File: config.mk
export PLATFORM = sky130hd
export DESIGN_NAME = ins_queue_flat
export DESIGN_NICKNAME = d
export VERILOG_FILES = /design/src/rtl/ins_queue_if.sv /design/src/rtl/ins_queue.sv /design/src/flat_wrapper.sv
export SDC_FILE = /design/constraint.sdc
export NUM_CORES = 1
export LEC_CHECK = 0
export ABC_AREA = 1
export ABC_CLOCK_PERIOD_IN_PS = 10060
export CAP_MARGIN = 0
export CORE_MARGIN = 2
export CORE_UTILIZATION = 39
export CTS_CLUSTER_DIAMETER = 150
export DETAILED_ROUTE_END_ITERATION = 10
export SYNTH_ARGS = -nofsm -noshare
export SYNTH_HDL_FRONTEND = slang
export SYNTH_SLANG_ARGS = --single-unit
File: constraint.sdc
create_clock -name clk_in -period 10.06 [get_ports clk_in]
set_clock_uncertainty 0.05 [all_clocks]
set_input_delay 1.006 -clock clk_in [delete_from_list [all_inputs] [get_ports clk_in]]
set_output_delay 1.006 -clock clk_in [all_outputs]
set_load 0.02 [all_outputs]
File: src/rtl/ins_queue_if.sv
// Fetch/decode side bundle of the instruction queue. slave is the queue's view,
// master is the view of whoever drives fetch and decode.
interface ins_queue_if #(
  parameter int DEPTH_LOG = 4
);
  // Handshakes: a push happens on an edge where fetch_valid=1 and the queue has
  // room (or pops in the same cycle); a pop happens on an edge where decode_flag=1
  // and decode_ok=1. Both are qualified by rdy_in, and clear overrides both.
  logic                 clear;
  logic                 fetch_valid;
  logic [31:0]          fetch_ins;
  logic [31:0]          fetch_pc;
  logic [31:0]          fetch_pred_pc;
  logic                 queue_full;
  logic                 decode_flag;
  logic [31:0]          ins;
  logic [31:0]          ins_pc;
  logic [31:0]          ins_pred_pc;
  logic                 decode_ok;
  logic [DEPTH_LOG:0]   count;
  logic                 overflow;
  logic [31:0]          stall_cnt;
  logic                 dbg_flush;

  modport slave (
    input  clear, fetch_valid, fetch_ins, fetch_pc, fetch_pred_pc, decode_ok,
    output queue_full, decode_flag, ins, ins_pc, ins_pred_pc, count, overflow,
           stall_cnt, dbg_flush
  );

  modport master (
    output clear, fetch_valid, fetch_ins, fetch_pc, fetch_pred_pc, decode_ok,
    input  queue_full, decode_flag, ins, ins_pc, ins_pred_pc, count, overflow,
           stall_cnt, dbg_flush
  );
endinterface

File: src/rtl/ins_queue.sv
// Instruction buffer between fetch and decode: circular FIFO with mispredict
// flush, post-flush drop window and global pause.
module ins_queue #(
  parameter int DEPTH_LOG  = 4,
  parameter int SLACK      = 2,
  parameter int FLUSH_HOLD = 1
) (
  input  logic        clk_in,
  input  logic        rst_n,
  input  logic        rdy_in,
  ins_queue_if.slave  q
);
  localparam int DEPTH = 1 << DEPTH_LOG;

  typedef logic [DEPTH_LOG-1:0] ptr_t;
  typedef logic [DEPTH_LOG:0]   cnt_t;
  typedef enum logic {ST_RUN, ST_FLUSH} state_t;

  localparam cnt_t DEPTH_C = cnt_t'(DEPTH);
  localparam cnt_t FULL_TH = cnt_t'(DEPTH - SLACK);

  state_t      state_q, state_d;
  ptr_t        head_q, head_d, tail_q, tail_d;
  cnt_t        count_q, count_d;
  logic [2:0]  hold_q, hold_d;
  logic        overflow_q, overflow_d;
  logic [31:0] stall_q, stall_d;
  logic [95:0] mem_q [DEPTH];

  logic run, nonempty, flag, pop, push;

  assign run      = (state_q == ST_RUN);
  assign nonempty = (count_q != '0);
  assign flag     = rdy_in & run & nonempty;
  assign pop      = flag & q.decode_ok & ~q.clear;
  assign push     = rdy_in & run & ~q.clear & q.fetch_valid &
                    ((count_q != DEPTH_C) | pop);

  always_comb begin
    state_d    = state_q;
    head_d     = head_q;
    tail_d     = tail_q;
    count_d    = count_q;
    hold_d     = hold_q;
    overflow_d = overflow_q;
    stall_d    = stall_q;
    if (rdy_in) begin
      if (q.clear) begin
        head_d  = '0;
        tail_d  = '0;
        count_d = '0;
        hold_d  = 3'(FLUSH_HOLD);
        state_d = ST_FLUSH;
      end else if (run) begin
        head_d  = head_q + ptr_t'(pop);
        tail_d  = tail_q + ptr_t'(push);
        count_d = count_q + cnt_t'(push) - cnt_t'(pop);
        if (q.fetch_valid && count_q == DEPTH_C && !pop)
          overflow_d = 1'b1;
      end else begin
        hold_d = hold_q - 3'd1;
        if (hold_q == 3'd1)
          state_d = ST_RUN;
      end
      // Stall accounting looks at the presented head even in a clearing cycle.
      if (flag && !q.decode_ok)
        stall_d = stall_q + 32'd1;
    end
  end

  always_ff @(posedge clk_in or negedge rst_n) begin
    if (!rst_n) begin
      state_q    <= ST_RUN;
      head_q     <= '0;
      tail_q     <= '0;
      count_q    <= '0;
      hold_q     <= '0;
      overflow_q <= 1'b0;
      stall_q    <= '0;
    end else begin
      state_q    <= state_d;
      head_q     <= head_d;
      tail_q     <= tail_d;
      count_q    <= count_d;
      hold_q     <= hold_d;
      overflow_q <= overflow_d;
      stall_q    <= stall_d;
    end
  end

  // Entry payloads carry no reset; count gates everything read from them.
  always_ff @(posedge clk_in) begin
    if (push)
      mem_q[tail_q] <= {q.fetch_ins, q.fetch_pc, q.fetch_pred_pc};
  end

  logic [95:0] head_entry;
  assign head_entry = nonempty ? mem_q[head_q] : 96'd0;

  assign q.decode_flag = flag;
  assign q.ins         = head_entry[95:64];
  assign q.ins_pc      = head_entry[63:32];
  assign q.ins_pred_pc = head_entry[31:0];
  assign q.queue_full  = run & (count_q >= FULL_TH);
  assign q.count       = count_q;
  assign q.overflow    = overflow_q;
  assign q.stall_cnt   = stall_q;
  assign q.dbg_flush   = (state_q == ST_FLUSH);
endmodule

File: src/flat_wrapper.sv
// flat-port wrapper written by rule: the top's interface ports become plain ports
module ins_queue_flat 
#(
  parameter int DEPTH_LOG  = 4,
  parameter int SLACK      = 2,
  parameter int FLUSH_HOLD = 1
)
  (clk_in, rst_n, rdy_in, q_clear, q_fetch_valid, q_fetch_ins, q_fetch_pc, q_fetch_pred_pc, q_decode_ok, q_queue_full, q_decode_flag, q_ins, q_ins_pc, q_ins_pred_pc, q_count, q_overflow, q_stall_cnt, q_dbg_flush);
  ins_queue_if #(.DEPTH_LOG(DEPTH_LOG)) q_i ();
  input  logic clk_in;
  input  logic rst_n;
  input  logic rdy_in;
  input wire logic [$bits(q_i.clear)-1:0] q_clear;
  input wire logic [$bits(q_i.fetch_valid)-1:0] q_fetch_valid;
  input wire logic [$bits(q_i.fetch_ins)-1:0] q_fetch_ins;
  input wire logic [$bits(q_i.fetch_pc)-1:0] q_fetch_pc;
  input wire logic [$bits(q_i.fetch_pred_pc)-1:0] q_fetch_pred_pc;
  input wire logic [$bits(q_i.decode_ok)-1:0] q_decode_ok;
  output wire logic [$bits(q_i.queue_full)-1:0] q_queue_full;
  output wire logic [$bits(q_i.decode_flag)-1:0] q_decode_flag;
  output wire logic [$bits(q_i.ins)-1:0] q_ins;
  output wire logic [$bits(q_i.ins_pc)-1:0] q_ins_pc;
  output wire logic [$bits(q_i.ins_pred_pc)-1:0] q_ins_pred_pc;
  output wire logic [$bits(q_i.count)-1:0] q_count;
  output wire logic [$bits(q_i.overflow)-1:0] q_overflow;
  output wire logic [$bits(q_i.stall_cnt)-1:0] q_stall_cnt;
  output wire logic [$bits(q_i.dbg_flush)-1:0] q_dbg_flush;
  assign q_i.clear = q_clear;
  assign q_i.fetch_valid = q_fetch_valid;
  assign q_i.fetch_ins = q_fetch_ins;
  assign q_i.fetch_pc = q_fetch_pc;
  assign q_i.fetch_pred_pc = q_fetch_pred_pc;
  assign q_i.decode_ok = q_decode_ok;
  assign q_queue_full = q_i.queue_full;
  assign q_decode_flag = q_i.decode_flag;
  assign q_ins = q_i.ins;
  assign q_ins_pc = q_i.ins_pc;
  assign q_ins_pred_pc = q_i.ins_pred_pc;
  assign q_count = q_i.count;
  assign q_overflow = q_i.overflow;
  assign q_stall_cnt = q_i.stall_cnt;
  assign q_dbg_flush = q_i.dbg_flush;
  ins_queue #(.DEPTH_LOG(DEPTH_LOG), .SLACK(SLACK), .FLUSH_HOLD(FLUSH_HOLD)) u_core (.clk_in(clk_in), .rst_n(rst_n), .rdy_in(rdy_in), .q(q_i));
endmodule
; ---- Word-level counts from Yosys, hierarchy flattened
; Memory sizes are Yosys's and may differ from the RTL's.
; Cells that the tools add are included.
[totals]
memories = 1
register_bits = 50
mem_bits_rw = 1536
[mem_list]
columns = memory, words, word_bits, read_ports, rd_ports_with_merged_regs, write_ports, line
row1 = u_core.mem_q, 16, 96, 1, 0, 1, ins_queue.sv:28  ; logic [95:0] mem_q [DEPTH];
[classes]
bitwise_logic = 11
n_eq_ne = 4
n_mux = 14
addsub = 6
n_reduce_logical = 11
magnitude_cmp = 1
[op_table]
columns = cell, n
row1 = $mux W96, 1
row2 = $add A32 B1 Y32 const B, 1
row3 = $mux W4, 4
row4 = $mux W5, 2
row5 = $add A4 B1 Y4, 2
row6 = $and A1 B1 Y1, 8
row7 = $mux W3, 2
row8 = $reduce_and A2 Y1, 3
row9 = $add A5 B1 Y5, 1
row10 = $eq A5 B5 Y1 const B, 1
row11 = $ge A5 B4 Y1 const B, 1
row12 = $mux W1, 5
row13 = $ne A5 B5 Y1 const B, 1
row14 = $reduce_bool A5 Y1, 1
row15 = $sub A5 B1 Y5, 1
row16 = $reduce_and A4 Y1, 1
row17 = $eq A3 B1 Y1 const B, 1
row18 = $logic_and A1 B1 Y1, 3
row19 = $sub A3 B1 Y3 const B, 1
row20 = $logic_not A1 Y1, 2
row21 = $ne A2 B2 Y1 const B, 1
row22 = $not A1 Y1, 2
row23 = $reduce_bool A2 Y1, 1
row24 = $or A1 B1 Y1, 1

; ---- Depth between registers and ports, before layout
; Gate-level depths: netlist of run 1.
[depth]
word_depth = 11
mapped_depth = 14
ltp_nobuf = 14

; ---- Worst setup path before layout of run 1
; Ideal clock, no wire load.
[synth_path]
path_type = input-to-reg
start = in rdy_in
end = mem u_core.mem_q[3][0], enable pin
required_ns = 9.341
path_stages = 6
t_arrival_ns = 8.226
path_buffers = 0
setup_time_ns = 0.669
setup_slack_ns = 1.116
path_cell_list = nand2_1 -> nor2_2 -> inv_1 -> nor2_4 -> nand2_2 -> nor3_1
[synth_via]
elab_chain_cells = 8
word_cells_on_any_way = 10
[synth_rtl]
columns = item, line
row1 = "start, declared", flat_wrapper.sv:12  ; input logic rdy_in;
row2 = $and A1 B1 Y1 *, "ins_queue.sv:34, ins_queue.sv:36"
row3 = $and A1 B1 Y1, ins_queue.sv:34  ; assign flag = rdy_in & run & nonempty;
row4 = $and A1 B1 Y1 (2 in a row), ins_queue.sv:35  ; assign pop = flag & q.decode_ok & ~q.clear;
row5 = $or A1 B1 Y1, ins_queue.sv:37  ; ((count_q != DEPTH_C) | pop);
row6 = $and A1 B1 Y1 *, ins_queue.sv:36  ; assign push = rdy_in & run & ~q.clear & q.fetch_valid &
row7 = $mux W1 *, ins_queue.sv:93  ; if (push)
row8 = $mux W1 (not written as such) *, ins_queue.sv:94  ; mem_q[tail_q] <= {q.fetch_ins, q.fetch_pc, q.fetch_pred_pc};
row9 = "end, declared", ins_queue.sv:28
; Mark *: on every way between the ends. The rest lies on a longest branch, timed or not.

; ---- Final worst setup path of run 1
[layout_path]
start = reg u_core.head_q[0]
end = out q_ins_pc[28]
[layout_via]
elab_chain_cells = 2
[layout_rtl]
columns = item, line
row1 = "start, declared", ins_queue.sv:23  ; ptr_t head_q, head_d, tail_q, tail_d;
row2 = "start signal, assigned", ins_queue.sv:74  ; head_q <= '0;
row3 = "start signal, assigned", ins_queue.sv:82  ; head_q <= head_d;
row4 = $mem_v2 Z16 W96, --
row5 = $mux W96, ins_queue.sv:98  ; assign head_entry = nonempty ? mem_q[head_q] : 96'd0;
row6 = "end, declared", flat_wrapper.sv:22  ; output wire logic [$bits(q_i.ins_pc)-1:0] q_ins_pc;
; Every way passes these cells.

==> results of run 1 <==
final timing paths:
kind	endpoint	slack, ps	cells after the start
worst max-delay path	q_ins_pc[28]	2950	10
worst min-delay path	u_core.q.stall_cnt[15]	260	2
worst max register to register	u_core.mem_q[10][72]	5630	8
worst min register to register	u_core.q.overflow	420	1
max in group asynchronous	u_core.head_q[2]	9120	2
min in group clk_in	u_core.q.overflow	420	1
cells in the mapped netlist:
| library cell | count | share of area, % |
|---|---|---|
| buf_6 | 11 | 0.18 |
| buf_2 | 202 | 1.5 |
| nor2_1 | 54 | 0.30 |
| edfxtp_1 | 1536 | 68 |
| nand3b_1 | 7 | 0.078 |
| nand2_1 | 2420 | 13 |
| o31ai_1 | 1 | 0.011 |
| nand2_2 | 1 | 0.0093 |
| ha_1 | 15 | 0.28 |
| a31o_2 | 1 | 0.013 |
| xnor2_1 | 6 | 0.078 |
| nand4_2 | 1 | 0.019 |
| nand3_2 | 1 | 0.015 |
| nor2_2 | 1 | 0.0093 |
| o22ai_1 | 7 | 0.065 |
| nor2_4 | 2 | 0.033 |
| a22oi_1 | 1 | 0.011 |
| clkinv_1 | 1 | 0.0056 |
| inv_1 | 823 | 4.6 |
| nand3b_2 | 1 | 0.017 |
| dfrtp_1 | 50 | 1.9 |
| inv_2 | 3 | 0.017 |
| xor2_1 | 10 | 0.13 |
| nand4_1 | 11 | 0.10 |
| clkbuf_1 | 80 | 0.44 |
| fa_1 | 1 | 0.030 |
| nand3_1 | 988 | 7.3 |
| nor3_1 | 11 | 0.081 |
| a21oi_1 | 103 | 0.76 |
| o21ai_0 | 11 | 0.081 |
| buf_1 | 32 | 0.18 |
| buf_4 | 9 | 0.10 |
cells by family (layout without fill, tap and decap cells):
| logic type | Yosys count | in the layout | share of synthesized area (%) |
|---|---|---|---|
| buffers and inverters | 1161 | 1436 | 6.996 |
| AND/OR/NAND/NOR | 3498 | 3498 | 21.43 |
| XOR/XNOR | 16 | 16 | 0.2074 |
| flip-flops | 1586 | 1586 | 70.12 |
| adder cells (fa/ha/maj) | 16 | 16 | 0.3074 |
| other | 0 | 9 | 0 |
| AO/OA/AOI/OAI | 124 | 124 | 0.9444 |
area by class of cell:
type / count / area (sq um) / area share, %
multi-input cells: 3654 / 15570 / 20.17
well taps: 2310 / 2890 / 3.743
repair buffers: 308 / 2990 / 3.873
inverters: 827 / 3137 / 4.063
clock buffers: 209 / 4443 / 5.754
clock inverters: 92 / 765.7 / 0.9917
diodes: 9 / 22.52 / 0.02917
flip-flops and latches: 1586 / 47390 / 61.38
flip-flops by register name, indices dropped and copies added (netlist names):
signal              cells
u_core.head_q           4
u_core.q.stall_cnt     32
u_core.hold_q           3
u_core.q.count          5
u_core.tail_q           4
u_core.q.dbg_flush      1
u_core.q.overflow       1
u_core.mem_q         1536
where the power goes:
part	internal (W)	switching (W)	leakage, nW	total, W
clock	0.00340	0.00256	2.55	0.00596
combinational	0.000154	0.000339	13.8	0.000493
sequential	0.00727	0.0000146	14.5	0.00728
total	0.0108	0.00291	30.9	0.0137
per-layer routing:
metal / vias to the layer above / track usage (%) / part of all wire, %
met5: - / 0 / 0.065
met4: 18 / 6.895 / 2.8
met3: 330 / 3.625 / 6.5
met2: 1440 / 33.67 / 47
met1: 21970 / 28.44 / 44
li1: 21290 / - / -
critical path, delay by kind of cell, from the launching register on:
family | cells | cell delay [ps]
DFF | 1 | 910
and+or+nand+nor | 5 | 470
AOI/OAI and AO/OA | 1 | 380
buffers and inverters | 4 | 2920
per-stage QoR:
| step | power [W] | cells | cell area (sq um) |
|---|---|---|---|
| 5_1_grt | 0.01414 | 8993 | 77210 |
| 2_1_floorplan | 0.007606 | 6401 | 67560 |
| 3_3_place_gp | 0.007914 | 8685 | 71980 |
| 6_report | 0.01374 | 8995 | 77210 |
| 4_1_cts | 0.01386 | 8986 | 77190 |
| 3_5_place_dp | 0.007920 | 8685 | 71980 |
==> key figures, run 1 <==
Critical path
  • CP cell instances: buf_12 -> buf_4 -> buf_4 -> nand2_1 -> nand2_1 -> nand2_1 -> nand3_1 -> nand3_1 -> a21oi_1 -> clkdlybuf4s50_1
  • Most used cell, CP: nand2_1
  • Req. time, crit path: around 9000 ps
  • Arr. time, crit path: approximately 6100 ps
  • Setup CP Type: register to output port
  • Critical Path End Type: output port
  • Max FO, Critical Path: a little over 200
  • Slowest cell delay on critical path: about 940 ps
  • CP max stage cell: buf_4
  • CP Launch Type: register
  • Worst reg2reg startpoint: u_core.q.dbg_flush
  • Critical Path Source: u_core.head_q[0]

Timing
  • Worst Tran Pin Value: ~1400 ps
  • Post-layout min period: 7112 ps
  • Hold_ws: 257.5 ps
  • Setup ws final: ~2900 ps
  • RSZ-0062 raised after global routing: no
  • Final setup vio count: 0
  • Tcrit/Tclk final: between 70% and 80%
  • Max-slew violation count: 0
  • Setup TNS: 0 ps
  • Max-slew headroom: under 10%
  • F_max: approximately 140 MHz
  • Final hold viol count: 0

Drt
  • DRT antenna net count: 0
  • DRT iter0 DRCs: between 4,000 and 5,000
  • Drt pass-1 iters: 5
  • Via count: 45,050
  • Total wire length: between 150,000 and 200,000 microns
  • DRC: 0
  • Via-to-Cell Ratio: 5.008
  • Wire length per cell: approximately 21 microns

Worst hold path
  • Min-Delay Path Class: input pin to async pin

Layout
  • Filler cells: 15,770
  • Proportion of layout cells with a drive suffix above 1: around 5%
  • Final Util: between 40% and 50%
  • Nets@finish: around 6,700
  • Commonest non-fill, non-tap cell in the layout: nand2_1
  • Most frequent cells in the layout: nand2_1 (2,420), edfxtp_1 (1,536), nand3_1 (988)
  • Area Growth Syn to Fin: 14.28%

Floorplanning
  • Die span in x: between 400 and 500 microns
  • Top Ports: roughly 240
  • Initial Util: between 30% and 40%
  • Die area: between 0.15 and 0.2 sq mm
  • CORE AREA: between 0.15 and 0.2 sq mm
  • Die H: between 400 and 500 microns
  • # rows: between 150 and 200

Global routing
  • Initial antenna violation count: 22
  • Largest net degree at the start of global routing: 207
  • Gr usage total: 20.82%
  • Grt ovf: 0
  • First-pass GRT wire length: around 270,000 microns
  • Vias in the first global route: 42,930

Power
  • Cell leakage power: between 30 and 40 nW
  • Peak supply drop: 0.1567 mV
  • P per Cell Area: 178.0 mW/mm^2

Clock tree
  • Post_cts resized: 0
  • Cts bufs inserted: around 170
  • Setup Buffers After CTS: 0
  • Clock Latency Late Sink: ~810 ps
  • # hold bufs at CTS: 0
  • CTS Sinks: between 1,500 and 2,000
  • CTS tree: yes
  • Root Driver: clkbuf_16
  • CTS H-tree depth: 4
  • Clock Tree Buf Depth: 3
  • Clock transition at path regs: 60 ps

Place
  • RePlAce Congestion: between 0.7 and 0.8
  • HPWL after detailed placement: 86,680 microns
  • Post-Place Worst Slack: between 3000 and 4000 ps
  • Port Buffers: around 240

Synthesis
  • Post-Synthesis Cells: ~6,400
  • Mapped cell area: around 0.068 sq mm
  • Yosys Warn Count: 0
  • FF+latch count, synth: approximately 1,600
  • Sequential fraction of the synthesis area: between 70% and 80%
  • Avg Inst Size Synth: between 10 and 15 sq um
  • Post-synth cell types: 32
  • Syn Nets: between 6,000 and 7,000

Run
  • Max-cap check violation count: 0

Run status
  • Status: completed
Power figures use the tool's default switching activity.
==> run 2: changes to the inputs <==
- ABC_CLOCK_PERIOD_IN_PS: 10060 -> 6500
- clock period: 10.06 -> 6.5 ns (I/O delays scaled with it)
==> run 2 against run 1 <==
Count of clock-buffer cells in the layout up 8. Worst hold slack better by 190 ps. Routed wire length down 2.6%. Setup slack worse by 1800 ps. First-iteration DRC count down 2.5%.
==> key figures, run 2 (synthesized netlist as in run 1, its figures left out) <==
Run status
  • Status: completed (unchanged)

Global routing
  • Vias in the first global route: 43,050 (was 42,930)
  • First-pass GRT wire length: 269,300 microns (was 274,700 microns)
  • Gr usage total: 20.30% (was 20.82%)
  • Largest net degree at the start of global routing: 216 (was 207)
  • Grt ovf: 0 (unchanged)
  • Initial antenna violation count: 22 (unchanged)

Drt
  • DRT iter0 DRCs: 4,310 (was 4,419)
  • Drt pass-1 iters: 5 (unchanged)
  • Total wire length: 181,100 microns (was 185,800 microns)
  • DRT antenna net count: 0 (unchanged)
  • Via-to-Cell Ratio: 5.013 (was 5.008)
  • Wire length per cell: 20.12 microns (was 20.66 microns)
  • DRC: 0 (unchanged)
  • Via count: 45,110 (was 45,050)

Layout
  • Nets@finish: 6,671 (was 6,661)
  • Area Growth Syn to Fin: 14.71% (was 14.28%)
  • Max reg flops: 1,536 (unchanged)
  • Proportion of layout cells with a drive suffix above 1: 4.924% (was 4.913%)
  • Final Util: 45.08% (was 44.91%)
  • Final instance area: 0.07751 sq mm (was 0.07721 sq mm)
  • Largest Register: u_core.mem_q (unchanged)
  • Commonest non-fill, non-tap cell in the layout: nand2_1 (unchanged)
  • Most frequent cells in the layout: nand2_1 (2,420), edfxtp_1 (1,536), nand3_1 (988) (unchanged)
  • Filler cells: 15,750 (was 15,770)

Floorplanning
  • Die span in x: 420.2 microns (unchanged)
  • CORE AREA: 0.1719 sq mm (unchanged)
  • Die H: 420.2 microns (unchanged)
  • Top Ports: 239 (unchanged)
  • Initial Util: 39.30% (unchanged)
  • Die area: 0.1766 sq mm (unchanged)
  • # rows: 152 (unchanged)

Clock tree
  • CTS Sinks: 1,586 (unchanged)
  • Cts bufs inserted: 169 (was 166)
  • Setup Buffers After CTS: 0 (unchanged)
  • CTS H-tree depth: 4 (unchanged)
  • Root Driver: clkbuf_16 (unchanged)
  • Clock transition at path regs: 60 ps (about the same)
  • CTS tree: yes (unchanged)
  • Clock Tree Buf Depth: 3 (unchanged)
  • Clock Latency Late Sink: 800 ps (was 810 ps)

Critical path
  • Worst reg2reg startpoint: u_core.q.count[2] (was u_core.q.dbg_flush)
  • Setup CP Type: register to output port (unchanged)
  • Critical Path End Type: output port (unchanged)
  • Arr. time, crit path: 4640 ps (was 6060 ps)
  • Reg-to-reg slack, setup: 2930 ps (was 5630 ps)
  • Worst setup path endpoint: q_ins_pc[3] (was q_ins_pc[28])
  • Max FO, Critical Path: 106 (was 206)
  • Reg-to-reg endpoint: u_core.mem_q[5][7] (was u_core.mem_q[10][72])
  • CP Launch Type: register (unchanged)
  • R2R depth: 8 (unchanged)
  • Req. time, crit path: 5800 ps (was 9000 ps)
  • Critical Path Source: u_core.head_q[2] (was u_core.head_q[0])

Power
  • P per Cell Area: 273.4 mW/mm^2 (was 178.0 mW/mm^2)
  • Cell leakage power: 30.94 nW (was 30.86 nW)
  • Peak supply drop: 0.2721 mV (was 0.1567 mV)

Timing
  • Post-layout min period: around 5300 ps
  • Max-slew violation count: 0 (unchanged)
  • RSZ-0062 raised after global routing: no (unchanged)
  • Tcrit/Tclk final: between 80% and 90%
  • F_max: 187.3 MHz
  • Worst Tran Pin Value: 1208 ps (was 1415 ps)
  • Setup TNS: 0 ps (unchanged)
  • Final setup vio count: 0 (unchanged)
  • Max-slew headroom: 19.45% (was 5.652%)
  • Final hold viol count: 0 (unchanged)

Worst hold path
  • Min-Delay Path Class: register to register (was input pin to async pin)
  • Min-Delay Path Depth: 1

Place
  • Placement Cell Area: 0.07229 sq mm (was 0.07198 sq mm)
  • RePlAce Congestion: 0.7697 (was 0.7692)
  • HPWL after detailed placement: 87,360 microns (was 86,680 microns)
  • Port Buffers: 238 (unchanged)

Run
  • Max-cap check violation count: 0 (unchanged)
## run 2: layout make-up
type / instances / area, sq um / share of cell area, %
inverter: 827 / 3137 / 4.047
clock buffer: 217 / 4494 / 5.799
tap: 2310 / 2890 / 3.729
sequential: 1586 / 47390 / 61.14
clock inverter: 83 / 695.7 / 0.8976
antenna: 7 / 17.52 / 0.02260
multi-input combinational: 3654 / 15570 / 20.09
timing repair buffer: 315 / 3308 / 4.268
## run 2: critical path, cell delays in order (launching register included)
cell             delay, ps
dfrtp_4                930
inv_8                  490
buf_4                  520
nand3_1                180
nand3_1                 80
a21oi_1                760
clkdlybuf4s50_1        750
## run 2: where the power goes
part           internal [W]  switching, W  total [W]
clock network       0.00516       0.00399    0.00916
logic              0.000242      0.000518   0.000761
registers            0.0113     0.0000229     0.0113
total                0.0167       0.00454     0.0212
## run 2: worst min-delay path by stage
stage,startpoint,to
CTS,rdy_in,u_core.q.dbg_flush
global route,u_core.q.overflow,u_core.q.overflow
finish,u_core.q.overflow,u_core.q.overflow
floorplan,rst_n,u_core.head_q[0]
global placement,u_core.q.overflow,u_core.q.overflow
detailed placement,u_core.q.overflow,u_core.q.overflow
## run 2: per-layer routing
layer / part of all wire (%) / vias up / GRT usage (%)
met2: 47 / 1491 / 33.30
met4: 2.7 / 14 / 6.543
li1: - / 21310 / -
met3: 6.4 / 296 / 3.269
met5: 0.047 / - / 0
met1: 44 / 22000 / 27.57
## run 2: timing repair
action,CTS,global route
resized for setup,0,0
hold buffers,1,0
endpoints found under the setup margin,0,0
endpoints found under the hold margin,50,0
## run 2: through the flow
stage / power (W) / instances / hold slack [ps] / worst slack (ps)
floorplan: 0.01177 / 6401 / 304.4 / -2088
global placement: 0.01224 / 8691 / 399.8 / 2021
detailed placement: 0.01226 / 8691 / 429.2 / 2029
CTS: 0.02135 / 8992 / 400.7 / 1127
global route: 0.02180 / 8997 / 452.3 / 823.2
finish: 0.02119 / 8999 / 444.8 / 1161
